<file path="config.mk">
export PLATFORM = sky130hd
export DESIGN_NAME = lv1a_dispatcher_flat
export DESIGN_NICKNAME = d
export VERILOG_FILES = /design/src/rtl/lv1a_dispatcher_if.sv /design/src/rtl/lv1a_dispatcher.sv /design/src/flat_wrapper.sv
export SDC_FILE = /design/constraint.sdc
export NUM_CORES = 1
export LEC_CHECK = 0
export BUFFER_PORTS_ARGS = -buffer_cell sky130_fd_sc_hd__buf_2
export CORE_MARGIN = 2
export CORE_UTILIZATION = 45
export CTS_CLUSTER_SIZE = 8
export DETAILED_ROUTE_END_ITERATION = 6
export GPL_TIMING_DRIVEN = 0
export PLACE_DENSITY_LB_ADDON = 0.05
export SLEW_MARGIN = 20
export SYNTH_ARGS = -nofsm -noshare
export SYNTH_HDL_FRONTEND = slang
export SYNTH_SLANG_ARGS = --single-unit
</file>
<file path="constraint.sdc">
create_clock -name clk -period 9.9 [get_ports clk]
set_input_delay 1.98 -clock clk [delete_from_list [all_inputs] [get_ports clk]]
set_output_delay 1.98 -clock clk [all_outputs]
set_load 0.02 [all_outputs]
</file>
<file path="src/rtl/lv1a_dispatcher_if.sv">
// rtl/lv1a_dispatcher_if.sv - trigger/control inputs and serial/status outputs of the LV1A dispatcher
interface lv1a_dispatcher_if #(
  parameter int TAG_W   = 16,
  parameter int FIFO_AW = 3
);
  logic               in_lv1a;
  logic               in_live;
  logic               clr_evt_cnt;
  logic               in_busy;
  logic               out_trig_ser;
  logic               out_frame_act;
  logic [TAG_W-1:0]   out_evt_num;
  logic [FIFO_AW:0]   out_fifo_level;
  logic               out_ovf;
  logic [15:0]        out_drop_cnt;

  modport master (
    output in_lv1a, in_live, clr_evt_cnt, in_busy,
    input  out_trig_ser, out_frame_act, out_evt_num, out_fifo_level, out_ovf, out_drop_cnt
  );

  modport slave (
    input  in_lv1a, in_live, clr_evt_cnt, in_busy,
    output out_trig_ser, out_frame_act, out_evt_num, out_fifo_level, out_ovf, out_drop_cnt
  );
endinterface

</file>
<file path="src/rtl/lv1a_dispatcher.sv">
// rtl/lv1a_dispatcher.sv - tags LV1A pulses, queues tags and serializes them as framed trigger words
module lv1a_dispatcher #(
  parameter int TAG_W     = 16,
  parameter int FIFO_AW   = 3,
  parameter int FRAME_GAP = 2
) (
  input  logic             clk,
  input  logic             rst_n,
  lv1a_dispatcher_if.slave bus
);
  localparam int DEPTH = 1 << FIFO_AW;
  localparam int CNT_W = $clog2(TAG_W + FRAME_GAP + 1);

  typedef enum logic [2:0] {S_IDLE, S_START, S_DATA, S_PARITY, S_GAP} state_t;

  state_t             state_q, state_d;
  logic [TAG_W-1:0]   evt_q, evt_d;
  logic [TAG_W-1:0]   sr_q, sr_d;
  logic               par_q, par_d;
  logic [CNT_W-1:0]   cnt_q, cnt_d;
  logic [FIFO_AW-1:0] wr_ptr_q, wr_ptr_d;
  logic [FIFO_AW-1:0] rd_ptr_q, rd_ptr_d;
  logic [FIFO_AW:0]   level_q, level_d;
  logic               ovf_q, ovf_d;
  logic [15:0]        drop_q, drop_d;
  logic               trig_q, trig_d;
  logic               act_q, act_d;
  logic [TAG_W-1:0]   mem_q [DEPTH];

  logic               accept;
  logic               full;
  logic               push;
  logic               pop;
  logic [TAG_W-1:0]   tag_in;
  logic [TAG_W-1:0]   head;

  assign accept = bus.in_lv1a & bus.in_live;
  assign full   = (level_q == (FIFO_AW+1)'(DEPTH));
  // A pop on the same edge frees a slot, so a full FIFO still takes the new tag.
  assign push   = accept & (~full | pop);
  // A clear coinciding with an accept hands out tag 0.
  assign tag_in = bus.clr_evt_cnt ? '0 : evt_q;
  assign head   = mem_q[rd_ptr_q];

  // Event counter, sticky overflow and saturating drop counter.
  always_comb begin
    evt_d  = evt_q;
    ovf_d  = ovf_q;
    drop_d = drop_q;
    if (bus.clr_evt_cnt) begin
      evt_d  = accept ? TAG_W'(1) : '0;
      ovf_d  = 1'b0;
      drop_d = '0;
    end else if (accept) begin
      evt_d = evt_q + TAG_W'(1);
      if (!push) begin
        ovf_d = 1'b1;
        if (drop_q != 16'hFFFF) drop_d = drop_q + 16'd1;
      end
    end
  end

  // FIFO pointers and occupancy.
  always_comb begin
    wr_ptr_d = wr_ptr_q;
    rd_ptr_d = rd_ptr_q;
    level_d  = level_q;
    if (push) wr_ptr_d = wr_ptr_q + FIFO_AW'(1);
    if (pop)  rd_ptr_d = rd_ptr_q + FIFO_AW'(1);
    case ({push, pop})
      2'b10:   level_d = level_q + (FIFO_AW+1)'(1);
      2'b01:   level_d = level_q - (FIFO_AW+1)'(1);
      default: level_d = level_q;
    endcase
  end

  // FIFO storage; contents are don't-care until written, so no reset.
  always_ff @(posedge clk) begin
    if (push) mem_q[wr_ptr_q] <= tag_in;
  end

  // Serializer state register.
  always_ff @(posedge clk or negedge rst_n) begin
    if (!rst_n) state_q <= S_IDLE;
    else        state_q <= state_d;
  end

  // Serializer next-state logic; busy only gates leaving IDLE.
  always_comb begin
    state_d = state_q;
    case (state_q)
      S_IDLE:   if (pop) state_d = S_START;
      S_START:  state_d = S_DATA;
      S_DATA:   if (cnt_q == CNT_W'(TAG_W - 1)) state_d = S_PARITY;
      S_PARITY: state_d = (FRAME_GAP == 0) ? S_IDLE : S_GAP;
      S_GAP:    if (cnt_q == CNT_W'(FRAME_GAP - 1)) state_d = S_IDLE;
      default:  state_d = S_IDLE;
    endcase
  end

  // Serializer outputs: pop request and the line/frame-active values registered next edge.
  always_comb begin
    pop    = (state_q == S_IDLE) && (level_q != '0) && !bus.in_busy;
    trig_d = 1'b0;
    act_d  = 1'b0;
    case (state_q)
      S_START:  begin trig_d = 1'b1;            act_d = 1'b1; end
      S_DATA:   begin trig_d = sr_q[TAG_W-1];   act_d = 1'b1; end
      S_PARITY: begin trig_d = par_q;           act_d = 1'b1; end
      default:  begin trig_d = 1'b0;            act_d = 1'b0; end
    endcase
  end

  // Shift register, parity and bit/gap counter.
  always_comb begin
    sr_d  = sr_q;
    par_d = par_q;
    cnt_d = cnt_q;
    case (state_q)
      S_IDLE: if (pop) begin
        sr_d  = head;
        par_d = ^head;
      end
      S_START:  cnt_d = '0;
      S_DATA: begin
        sr_d  = {sr_q[TAG_W-2:0], 1'b0};
        cnt_d = cnt_q + CNT_W'(1);
      end
      S_PARITY: cnt_d = '0;
      S_GAP:    cnt_d = cnt_q + CNT_W'(1);
      default:  cnt_d = cnt_q;
    endcase
  end

  // Datapath and status registers; reset also forces the line low mid-frame.
  always_ff @(posedge clk or negedge rst_n) begin
    if (!rst_n) begin
      evt_q    <= '0;
      sr_q     <= '0;
      par_q    <= 1'b0;
      cnt_q    <= '0;
      wr_ptr_q <= '0;
      rd_ptr_q <= '0;
      level_q  <= '0;
      ovf_q    <= 1'b0;
      drop_q   <= '0;
      trig_q   <= 1'b0;
      act_q    <= 1'b0;
    end else begin
      evt_q    <= evt_d;
      sr_q     <= sr_d;
      par_q    <= par_d;
      cnt_q    <= cnt_d;
      wr_ptr_q <= wr_ptr_d;
      rd_ptr_q <= rd_ptr_d;
      level_q  <= level_d;
      ovf_q    <= ovf_d;
      drop_q   <= drop_d;
      trig_q   <= trig_d;
      act_q    <= act_d;
    end
  end

  assign bus.out_trig_ser   = trig_q;
  assign bus.out_frame_act  = act_q;
  assign bus.out_evt_num    = evt_q;
  assign bus.out_fifo_level = level_q;
  assign bus.out_ovf        = ovf_q;
  assign bus.out_drop_cnt   = drop_q;
endmodule

</file>
<file path="src/flat_wrapper.sv">
// flat-port wrapper written by rule: the top's interface ports become plain ports
module lv1a_dispatcher_flat 
#(
  parameter int TAG_W     = 16,
  parameter int FIFO_AW   = 3,
  parameter int FRAME_GAP = 2
)
  (clk, rst_n, bus_in_lv1a, bus_in_live, bus_clr_evt_cnt, bus_in_busy, bus_out_trig_ser, bus_out_frame_act, bus_out_evt_num, bus_out_fifo_level, bus_out_ovf, bus_out_drop_cnt);
  lv1a_dispatcher_if #(.TAG_W(TAG_W), .FIFO_AW(FIFO_AW)) bus_i ();
  input  logic clk;
  input  logic rst_n;
  input wire logic [$bits(bus_i.in_lv1a)-1:0] bus_in_lv1a;
  input wire logic [$bits(bus_i.in_live)-1:0] bus_in_live;
  input wire logic [$bits(bus_i.clr_evt_cnt)-1:0] bus_clr_evt_cnt;
  input wire logic [$bits(bus_i.in_busy)-1:0] bus_in_busy;
  output wire logic [$bits(bus_i.out_trig_ser)-1:0] bus_out_trig_ser;
  output wire logic [$bits(bus_i.out_frame_act)-1:0] bus_out_frame_act;
  output wire logic [$bits(bus_i.out_evt_num)-1:0] bus_out_evt_num;
  output wire logic [$bits(bus_i.out_fifo_level)-1:0] bus_out_fifo_level;
  output wire logic [$bits(bus_i.out_ovf)-1:0] bus_out_ovf;
  output wire logic [$bits(bus_i.out_drop_cnt)-1:0] bus_out_drop_cnt;
  assign bus_i.in_lv1a = bus_in_lv1a;
  assign bus_i.in_live = bus_in_live;
  assign bus_i.clr_evt_cnt = bus_clr_evt_cnt;
  assign bus_i.in_busy = bus_in_busy;
  assign bus_out_trig_ser = bus_i.out_trig_ser;
  assign bus_out_frame_act = bus_i.out_frame_act;
  assign bus_out_evt_num = bus_i.out_evt_num;
  assign bus_out_fifo_level = bus_i.out_fifo_level;
  assign bus_out_ovf = bus_i.out_ovf;
  assign bus_out_drop_cnt = bus_i.out_drop_cnt;
  lv1a_dispatcher #(.TAG_W(TAG_W), .FIFO_AW(FIFO_AW), .FRAME_GAP(FRAME_GAP)) u_core (.clk(clk), .rst_n(rst_n), .bus(bus_i));
endmodule
</file>
==> results of run 1 <==
[logic make-up after synthesis]
logic type,share of synthesized area (%)
AND/OR/NAND/NOR,8.726
XOR/XNOR,5.347
AO/OA/AOI/OAI,4.966
buffers and inverters,2.527
multiplexers,11.18
flip-flops,65.70
adder cells (fa/ha/maj),1.557
[Yosys cell counts (16+ instances only)]
library cell  instances  area (sq um)
xor2_1               25         219.0
dfrtp_1              70          1752
nor2b_1              16         100.1
nand2_1              41         153.9
o21ai_0              27         135.1
edfxtp_1            128          3844
nor2_1               45         168.9
xnor2_1              27         236.5
mux4_2               26         585.6
[per-stage QoR]
step	hold WS, ns	std cells	setup slack [ns]	util, %
after floorplan	0.4549	575	5.212	-
after global placement	0.4840	853	3.347	48.44
after detailed placement	0.4843	868	5.468	49.50
after CTS	0.5012	900	5.915	52.50
after global routing	0.5242	900	5.787	52.50
final	0.4945	900	5.918	52.50
[where the power goes]
part	switching, mW	total (mW)	internal, mW
Sequential	0.0708	1.07	0.998
Clock	0.331	0.665	0.334
Combinational	0.497	0.921	0.424
Total	0.899	2.65	1.76
[worst max-delay path, delay by kind of cell]
kind                   cells  cell delay (ns)
AO/OA/AOI/OAI              1             0.48
buffers and inverters      2             0.33
AND/OR/NAND/NOR            3             1.33
[final cells by class]
cell class | instances | area, sq um | area share [%]
Clock buffer | 18 | 429.2 | 4.385
Clock inverter | 14 | 131.4 | 1.342
Tap cell | 234 | 292.8 | 2.991
Buffer | 27 | 170.2 | 1.738
Sequential cell | 198 | 5595 | 57.16
Timing Repair Buffer | 59 | 384.1 | 3.924
Multi-Input combinational cell | 338 | 2740 | 27.99
Inverter | 12 | 45.04 | 0.4602
[sequential cells by signal, indices dropped and copies added, names as in the netlist]
name,flops
u_core.bus.out_evt_num,16
u_core.par_q,1
u_core.wr_ptr_q,3
u_core.cnt_q,5
u_core.state_q,3
u_core.bus.out_trig_ser,1
u_core.rd_ptr_q,3
u_core.bus.out_fifo_level,4
u_core.mem_q,128
u_core.bus.out_ovf,1
u_core.sr_q,16
u_core.bus.out_frame_act,1
u_core.bus.out_drop_cnt,16
[routing by layer]
metal	wire length, um	track usage [%]	vias to the layer above	part of all wire (%)
met3	555	4.084	14	3.2
li1	-	-	2296	-
met4	201	5.211	0	1.2
met2	8645	30.66	85	49
met5	0	0	-	0
met1	8073	24.99	2519	46
[final timing paths]
kind	startpoint	to	slack, ns	cells after the start
worst min register to register	u_core.par_q	u_core.par_q	0.49	2
max in group asynchronous	rst_n	u_core.bus.out_evt_num[15]	7.89	2
min in group asynchronous	rst_n	u_core.cnt_q[2]	1.47	1
worst max-delay path	bus_in_busy	u_core.mem_q[5][1]	5.92	6
worst max register to register	u_core.state_q[0]	u_core.mem_q[5][1]	7.04	5
worst min-delay path	u_core.par_q	u_core.par_q	0.49	2
==> out/results.tsv, run 1 <==
metric	value	unit
grt_pass1_wl	27.54	mm
yosysWarnings	0	
worst_pin_slew	0.7417	ns
n_fill_cell	1604	
setup_tns	0	ns
clock.fmax	251.1	MHz
grt_use_total	18.53	%
endpoint_kind	register	
core.rowCount	50	
yosysSeqAreaShare	65.70	%
yosys_register_bits	198	
core_area	18640	sq um
vias	4914	
num-nets-final	669	
cts_max_path_buffers	2	
ys.flop_type	edfxtp_1	
cts.clk_slew.worst_paths	0.07	ns
cpMaxStageDelayCell	nor2_2	
irDropWorstVdd	141.1	uV
port-buffer-count	44	
first_global_vias	4850	
die_x	141.6	um
fp.dieH	141.6	um
clock-sinks	198	
rsz0062_at_grt	no	
syn_area_per_cell	14.81	sq um
stdcell_area	9788	sq um
slowest_delay	0.58	ns
first_pass_iters	4	
dr.first_iter.drc_count	228	
wl	17.48	mm
worstPathRequired	10.04	ns
gp_congestion	0.7566	
hold_viol	0	
final_common_cell	edfxtp_1	
cts_buffers	17	
cts-htree-levels	4	
p_leak	3.646	nW
fin_skew	0.01702	ns
antenna_found_initial	0	
hpwl	12.38	mm
placed_cell_area	9228	sq um
antenna_cells	0	
setup_violations	0	
period_share	40.22	%
slew_headroom	50.14	%
final_cell_mix	128 x edfxtp_1, 70 x dfrtp_1, 47 x buf_2	
synth-edff-count	128	
ctsHoldBuffers	0	
syn_nets	591	
grt_max_degree	45	
p_total	2.655	mW
final_antenna_net_count	0	
start_util	45.68	%
clockRootBuffer	clkbuf_16	
area_growth	14.93	%
cp-start-kind	input port	
dieArea	20040	sq um
cts_tree	done	
insertion_delay	0.44	ns
pwr_density_cell	271.2	nW/um^2
outcome	finished clean	
criticalPathCategory	input port to register	
synthArstFlopShare	35.35	%
drive_gt1_share	20.87	%
cp_data_arrival_time	4.13	ns
ios	45	
drc	0	
ys_types	46	
post-cts-setup-buffers	0	
cts-resized-gates	0	
grt-ovfl-total	0	
path_cells	buf_2 -> or4_1 -> a31oi_1 -> nand2_1 -> nor2_2 -> buf_8	
slew_viol_final	0	
syn_area	8517	sq um
via_per_inst	5.460	
period_minus_slack	3.982	ns
hold_class	register to register	
path_max_fanout	9	
maxCapViolations	0	
wl_per_cell	19.42	um
syn_inst	575	
(Power assumes the default switching activity.)
==> inputs of run 2 (changes only) <==
--- a/config.mk
+++ b/config.mk
@@ -5,6 +5,7 @@
 export SDC_FILE = /design/constraint.sdc
 export NUM_CORES = 1
 export LEC_CHECK = 0
+export ABC_AREA = 1
 export BUFFER_PORTS_ARGS = -buffer_cell sky130_fd_sc_hd__buf_2
 export CORE_MARGIN = 2
 export CORE_UTILIZATION = 45
==> constraint.sdc (replaced) <==
create_clock -name clk -period 3.2 [get_ports clk]
set_input_delay 0.64 -clock clk [delete_from_list [all_inputs] [get_ports clk]]
set_output_delay 0.64 -clock clk [all_outputs]
set_load 0.02 [all_outputs]
==> run 2 against run 1 <==
  * Sequential share of layout area is 6.6 points lower
  * Core utilization decreased by 0.18 points
  * Largest cell class unchanged
  * Worst setup slack worse by 5.6 ns
  * Synthesized cell count up 94%
==> out/results.tsv, run 2 <==
metric	value	unit	change
area_growth	13.70	%	
pwr_density_cell	872.8	nW/um^2	+220%
synth-edff-count	128		unchanged
cts-resized-gates	0		unchanged
outcome	finished clean		
setup_tns	0	ns	unchanged
met2_wirelength	11.29	mm	+31%
die_x	151.1	um	+6.7%
hpwl	17.39	mm	+40%
p_leak	5.191	nW	+42%
yosysTopAreaCellShare	39.48	%	-5.6 points
yosysWarnings	0		unchanged
max_flop_register	u_core.mem_q		
dr.first_iter.drc_count	479		+110%
syn_nets	1129		+91%
fin_skew	0.01414	ns	-0.002874 ns
grt_pass1_wl	38.49	mm	+40%
wl_met3	1.211	mm	+120%
stdcell_area	11070	sq um	+13%
multiInputGateArea	3306	sq um	+21%
antenna_found_initial	0		unchanged
rsz0062_at_grt	no		
period_share	88.52	%	
yosys_register_bits	198		unchanged
worstPathRequired	3.35	ns	-6.69 ns
cp-start-kind	register		
irDropWorstVdd	404.1	uV	+190%
grt_max_degree	41		-8.9%
drive_gt1_share	12.12	%	-8.7 points
slew_viol_final	0		unchanged
clock-sinks	198		unchanged
core.rowCount	53		+6.0%
grt-ovfl-total	0		unchanged
n_fill_cell	1954		+22%
met1Wirelength	11.51	mm	+43%
placed_cell_area	10440	sq um	+13%
gp_congestion	0.8217		+8.6%
yosysSeqAreaShare	57.47	%	-8.2 points
hold_class	input port to asynchronous set/reset pin		
syn_inst	1113		+94%
clockRootBuffer	clkbuf_16		
regToRegEndpoint	u_core.mem_q[2][2]		
regToRegSetupSlack	0.37	ns	-6.67 ns
start_util	46.02	%	+0.34 points
path_max_fanout	10		+1
antenna_cells	0		unchanged
hold_viol	0		unchanged
maxCapViolations	0		unchanged
clock.fmax	353.0	MHz	
vias	7297		+48%
drc	0		unchanged
wl	24.24	mm	+39%
cp_data_arrival_time	2.98	ns	-1.15 ns
cts_max_path_buffers	2		unchanged
criticalPathCategory	register to register		
synthTopCellsByCount	418 x nand2_1, 156 x inv_1, 128 x edfxtp_1		
synth_area_leaders	edfxtp_1 39%, dfrtp_1 18%, nand2_1 16%, inv_1 6.0%, nand3_1 4.6%		
final_common_cell	nand2_1		
endpoint_kind	register		
p_total	9.661	mW	+260%
worst_pin_slew	0.7114	ns	-0.03029 ns
largest_register_ff_count	128		unchanged
final_antenna_net_count	0		unchanged
via_per_inst	4.961		-9.1%
post-cts-setup-buffers	0		unchanged
ctsHoldBuffers	0		unchanged
syn_area	9736	sq um	+14%
syn_area_per_cell	8.747	sq um	-41%
first_global_vias	6888		+42%
period_minus_slack	2.833	ns	
wl_per_cell	16.48	um	-15%
cts_tree	done		
num-nets-final	1199		+79%
core_area	21150	sq um	+13%
slew_headroom	52.40	%	+2.3 points
cts-htree-levels	4		unchanged
r2r-start	u_core.state_q[0]		
insertion_delay	0.45	ns	about the same
dieArea	22830	sq um	+14%
cts_buffers	17		unchanged
ys.flop_type	edfxtp_1		
synthArstFlopShare	35.35	%	unchanged
setup_violations	0		unchanged
synth_area_leader_cell	edfxtp_1		
ys_types	42		-8.7%
topRoutingLayerUsed	met4		
grt_use_total	22.60	%	+4.1 points
final_cell_mix	418 x nand2_1, 156 x inv_1, 128 x edfxtp_1		
hold_ws	0.1498	ns	-0.3446 ns
final-seq-area	5595	sq um	unchanged
fp.dieH	151.1	um	+6.7%
cts.clk_slew.worst_paths	0.08	ns	about the same
port-buffer-count	43		-2.3%
r2r_cells	11		+6
first_pass_iters	6		+2
synth_most_common_cell	nand2_1		
ios	45		unchanged
==> run 2: layer usage <==
layer  global-route usage, %  vias up
met2                   36.61      162
met1                   32.08     3406
met4                   4.533        0
li1                        -     3710
met5                       0        -
met3                   4.217       19
==> run 2: cell families after synthesis <==
logic type / Yosys count / share of synthesized area [%]
flip-flops: 198 / 57.47
XOR/XNOR: 13 / 1.170
buffers and inverters: 198 / 8.829
AND/OR/NAND/NOR: 623 / 26.71
AO/OA/AOI/OAI: 71 / 4.460
adder cells (fa/ha/maj): 10 / 1.362
==> run 2: how the worst max path moves through the flow <==
stage / from / endpoint / slack (ns)
global route: u_core.state_q[0] / u_core.mem_q[0][2] / 0.16
finish: u_core.state_q[0] / u_core.mem_q[2][2] / 0.37
floorplan: bus_in_busy / u_core.mem_q[0][0] / 0.61
detailed placement: bus_in_busy / u_core.mem_q[4][6] / 0.20
CTS: u_core.state_q[0] / u_core.mem_q[4][5] / 0.37
global placement: bus_in_busy / u_core.mem_q[6][14] / -0.66
==> run 2: through the flow <==
stage                     setup WS [ns]  instances  util, %
after floorplan                  0.6117       1113        -
after global placement          -0.6559       1431    48.67
after detailed placement         0.2045       1439    49.33
after CTS                        0.3666       1471    52.33
after global routing             0.1625       1471    52.33
final                            0.3674       1471    52.33
==> run 2: area by class of cell <==
| cell class | count | share of cell area (%) |
|---|---|---|
| Buffer | 38 | 2.272 |
| Clock buffer | 18 | 3.877 |
| Clock inverter | 14 | 1.842 |
| Inverter | 160 | 5.493 |
| Multi-Input combinational cell | 717 | 29.86 |
| Sequential cell | 198 | 50.55 |
| Tap cell | 275 | 3.108 |
| Timing Repair Buffer | 51 | 2.995 |
==> run 2: power breakdown <==
part	internal, mW	leakage (nW)	switching (mW)
Combinational	1.31	2.79	2.85
Sequential	3.07	2.10	0.173
Clock	1.14	0.304	1.11
Total	5.53	5.19	4.13
==> run 2: critical path: stages, from the launching register on <==
cell and delay (ns):
dfrtp_1 0.40, nor2_1 0.15, inv_1 0.08, nor3_2 0.21
nand2_1 0.24, nand2_1 0.17, inv_1 0.06, nor2_2 0.19
inv_1 0.08, or2_1 0.31, nor2_2 0.41, buf_6 0.25
==> inputs of run 3 (changes only) <==
--- a/config.mk
+++ b/config.mk
@@ -12,7 +12,7 @@
 export CTS_CLUSTER_SIZE = 8
 export DETAILED_ROUTE_END_ITERATION = 6
 export GPL_TIMING_DRIVEN = 0
-export PLACE_DENSITY_LB_ADDON = 0.05
+export PLACE_DENSITY = 0.76
 export SLEW_MARGIN = 20
 export SYNTH_ARGS = -nofsm -noshare
 export SYNTH_HDL_FRONTEND = slang
==> run 3 against run 2 <==
  * Count of clock-buffer cells in the layout is the same
  * Register-to-register slack worse by 0.17 ns
  * Via count is 5.5% higher
  * Sequential cell count unchanged
  * Combinational power up 2%
  * Non-clock buffer count grew 1
  * Die area unchanged
  * Clock skew fell by 0.0061 ns
  * Cell count hardly changed
  * Core utilization is 0.095 points lower
  * Worst setup slack got worse by 0.17 ns
  * Worst hold slack worse by 0.0035 ns
  * Largest power group unchanged
==> out/results.tsv, run 3 (same netlist as run 2, synthesis figures left out) <==
metric	value	unit	change
drive_gt1_share	11.95	%	-0.18 points
grt-ovfl-total	0		unchanged
dieArea	22830	sq um	unchanged
p_total	9.679	mW	+0.18%
regToRegSetupSlack	0.20	ns	-0.17 ns
wl	23.72	mm	-2.2%
wl_per_cell	16.11	um	-2.2%
placed_cell_area	10440	sq um	about the same
path_max_fanout	9		-1
clock.fmax	333.5	MHz	-5.5%
core_area	21150	sq um	unchanged
pwr_density_cell	876.0	nW/um^2	+0.37%
cpMaxStageDelayCell	nor2_2		
gp_congestion	0.9139		+11%
clockRootBuffer	clkbuf_16		
maxCapViolations	0		unchanged
port-buffer-count	43		unchanged
via_per_inst	5.232		+5.5%
cts_tree	done		
grt_max_degree	37		-9.8%
topRoutingLayerUsed	met4		
cts-htree-levels	4		unchanged
setup_tns	0	ns	unchanged
r2r-start	u_core.state_q[0]		
post-place-ws	-0.05163	ns	-0.2561 ns
start_util	46.02	%	unchanged
cp-endpoint	u_core.mem_q[5][15]		
path_cells	nor2_1 -> inv_1 -> nor3_2 -> nand2_1 -> nand2_1 -> inv_1 -> nor2_2 -> nand2_1 -> nor2_2 -> buf_6		
antenna_found_initial	0		unchanged
period_minus_slack	2.998	ns	+0.1657 ns
critPathMostFrequentCell	nand2_1		
finish.utilization	52.23	%	-0.095 points
hold_viol	0		unchanged
num-nets-final	1200		+0.083%
fin_skew	0.008045	ns	-0.006099 ns
dr.first_iter.drc_count	714		+49%
slowest_delay	0.60	ns	+0.19 ns
cts_max_path_buffers	2		unchanged
core.rowCount	53		unchanged
clock-sinks	198		unchanged
slew_headroom	52.19	%	-0.21 points
antenna_cells	0		unchanged
p_leak	5.182	nW	-0.18%
first_pass_iters	7		+1
r2r_cells	10		-1
cts_buffers	17		unchanged
first_global_vias	7207		+4.6%
final_cell_mix	418 x nand2_1, 156 x inv_1, 128 x edfxtp_1		
rsz0062_at_grt	no		
endpoint_kind	register		
cts.clk_slew.worst_paths	0.07	ns	about the same
cp-start-kind	register		
worstPathRequired	3.34	ns	about the same
grt_pass1_wl	37.29	mm	-3.1%
stdcell_area	11050	sq um	-0.18%
ios	45		unchanged
final_antenna_net_count	0		unchanged
met1Wirelength	10.09	mm	-12%
regToRegEndpoint	u_core.mem_q[5][15]		
criticalPathCategory	register to register		
area_growth	13.49	%	
hold_class	input port to asynchronous set/reset pin		
die_x	151.1	um	unchanged
fp.dieH	151.1	um	unchanged
cp_data_arrival_time	3.14	ns	+0.16 ns
irDropWorstVdd	408.1	uV	+0.97%
grt_use_total	21.80	%	-0.80 points
met2_wirelength	10.95	mm	-3.0%
cp-startpoint	u_core.state_q[0]		
outcome	finished clean		
max_flop_register	u_core.mem_q		
period_share	93.70	%	+5.2 points
setup_violations	0		unchanged
vias	7701		+5.5%
hpwl	16.51	mm	-5.1%
wl_met3	1.884	mm	+56%
layout_setup_ws	0.2017	ns	-0.1657 ns
drc	0		unchanged
final_common_cell	nand2_1		
slew_viol_final	0		unchanged
largest_register_ff_count	128		unchanged
insertion_delay	0.44	ns	about the same
worst_pin_slew	0.7164	ns	+0.004946 ns
## run 3: cell count changes in the layout (fill, tap and decap cells not counted), sizes merged
cell,previous run,this run
buf,82,83
bufinv,1,3
clkinv,8,6
clkinvlp,0,1
inv,165,164
## run 3: layout make-up
| cell class | count | area, sq um |
|---|---|---|
| clock buffer | 18 | 429.2 |
| multi-input combinational | 717 | 3306 |
| clock inverter | 14 | 172.7 |
| tap | 275 | 344.1 |
| buffer | 38 | 251.5 |
| fill | 1866 | 10100 |
| timing repair buffer | 52 | 342.8 |
| sequential | 198 | 5595 |
| inverter | 160 | 608.1 |
## run 3: worst min path at each step
stage	end	slack, ns
floorplan	u_core.bus.out_drop_cnt[0]	0.34
global placement	u_core.par_q	0.47
detailed placement	u_core.par_q	0.47
CTS	u_core.bus.out_fifo_level[2]	0.16
global route	u_core.bus.out_fifo_level[2]	0.18
finish	u_core.bus.out_drop_cnt[15]	0.15
## run 3: timing repair
action	CTS	global route
resized for setup	0	1
endpoints found under the setup margin	0	7
hold buffers	0	0
hold endpoints to repair	0	0
setup buffers	0	0
## run 3: metal layers
layer  vias to the layer above  track usage, %
met5                         -               0
li1                       3704               -
met2                       330           34.86
met4                         0           8.925
met1                      3608           29.05
met3                        59           4.669
## run 3: report_power, final
| group | total [mW] | internal (mW) | switching, mW |
|---|---|---|---|
| Clock | 2.18 | 1.24 | 0.941 |
| Combinational | 4.25 | 1.32 | 2.93 |
| Sequential | 3.25 | 3.08 | 0.176 |
| Total | 9.68 | 5.63 | 4.05 |
## run 3: critical path, delay by kind of cell (launching register included)
kind                   cells  cell delay (ns)
buffers and inverters      3             0.39
DFF                        1             0.39
and+or+nand+nor            7             1.92
## run 3: metrics by stage
stage | hold WS, ns | std cells
2_1_floorplan | 0.3444 | 1113
3_3_place_gp | 0.4686 | 1431
3_5_place_dp | 0.4695 | 1440
4_1_cts | 0.1636 | 1472
5_1_grt | 0.1767 | 1472
6_report | 0.1463 | 1472
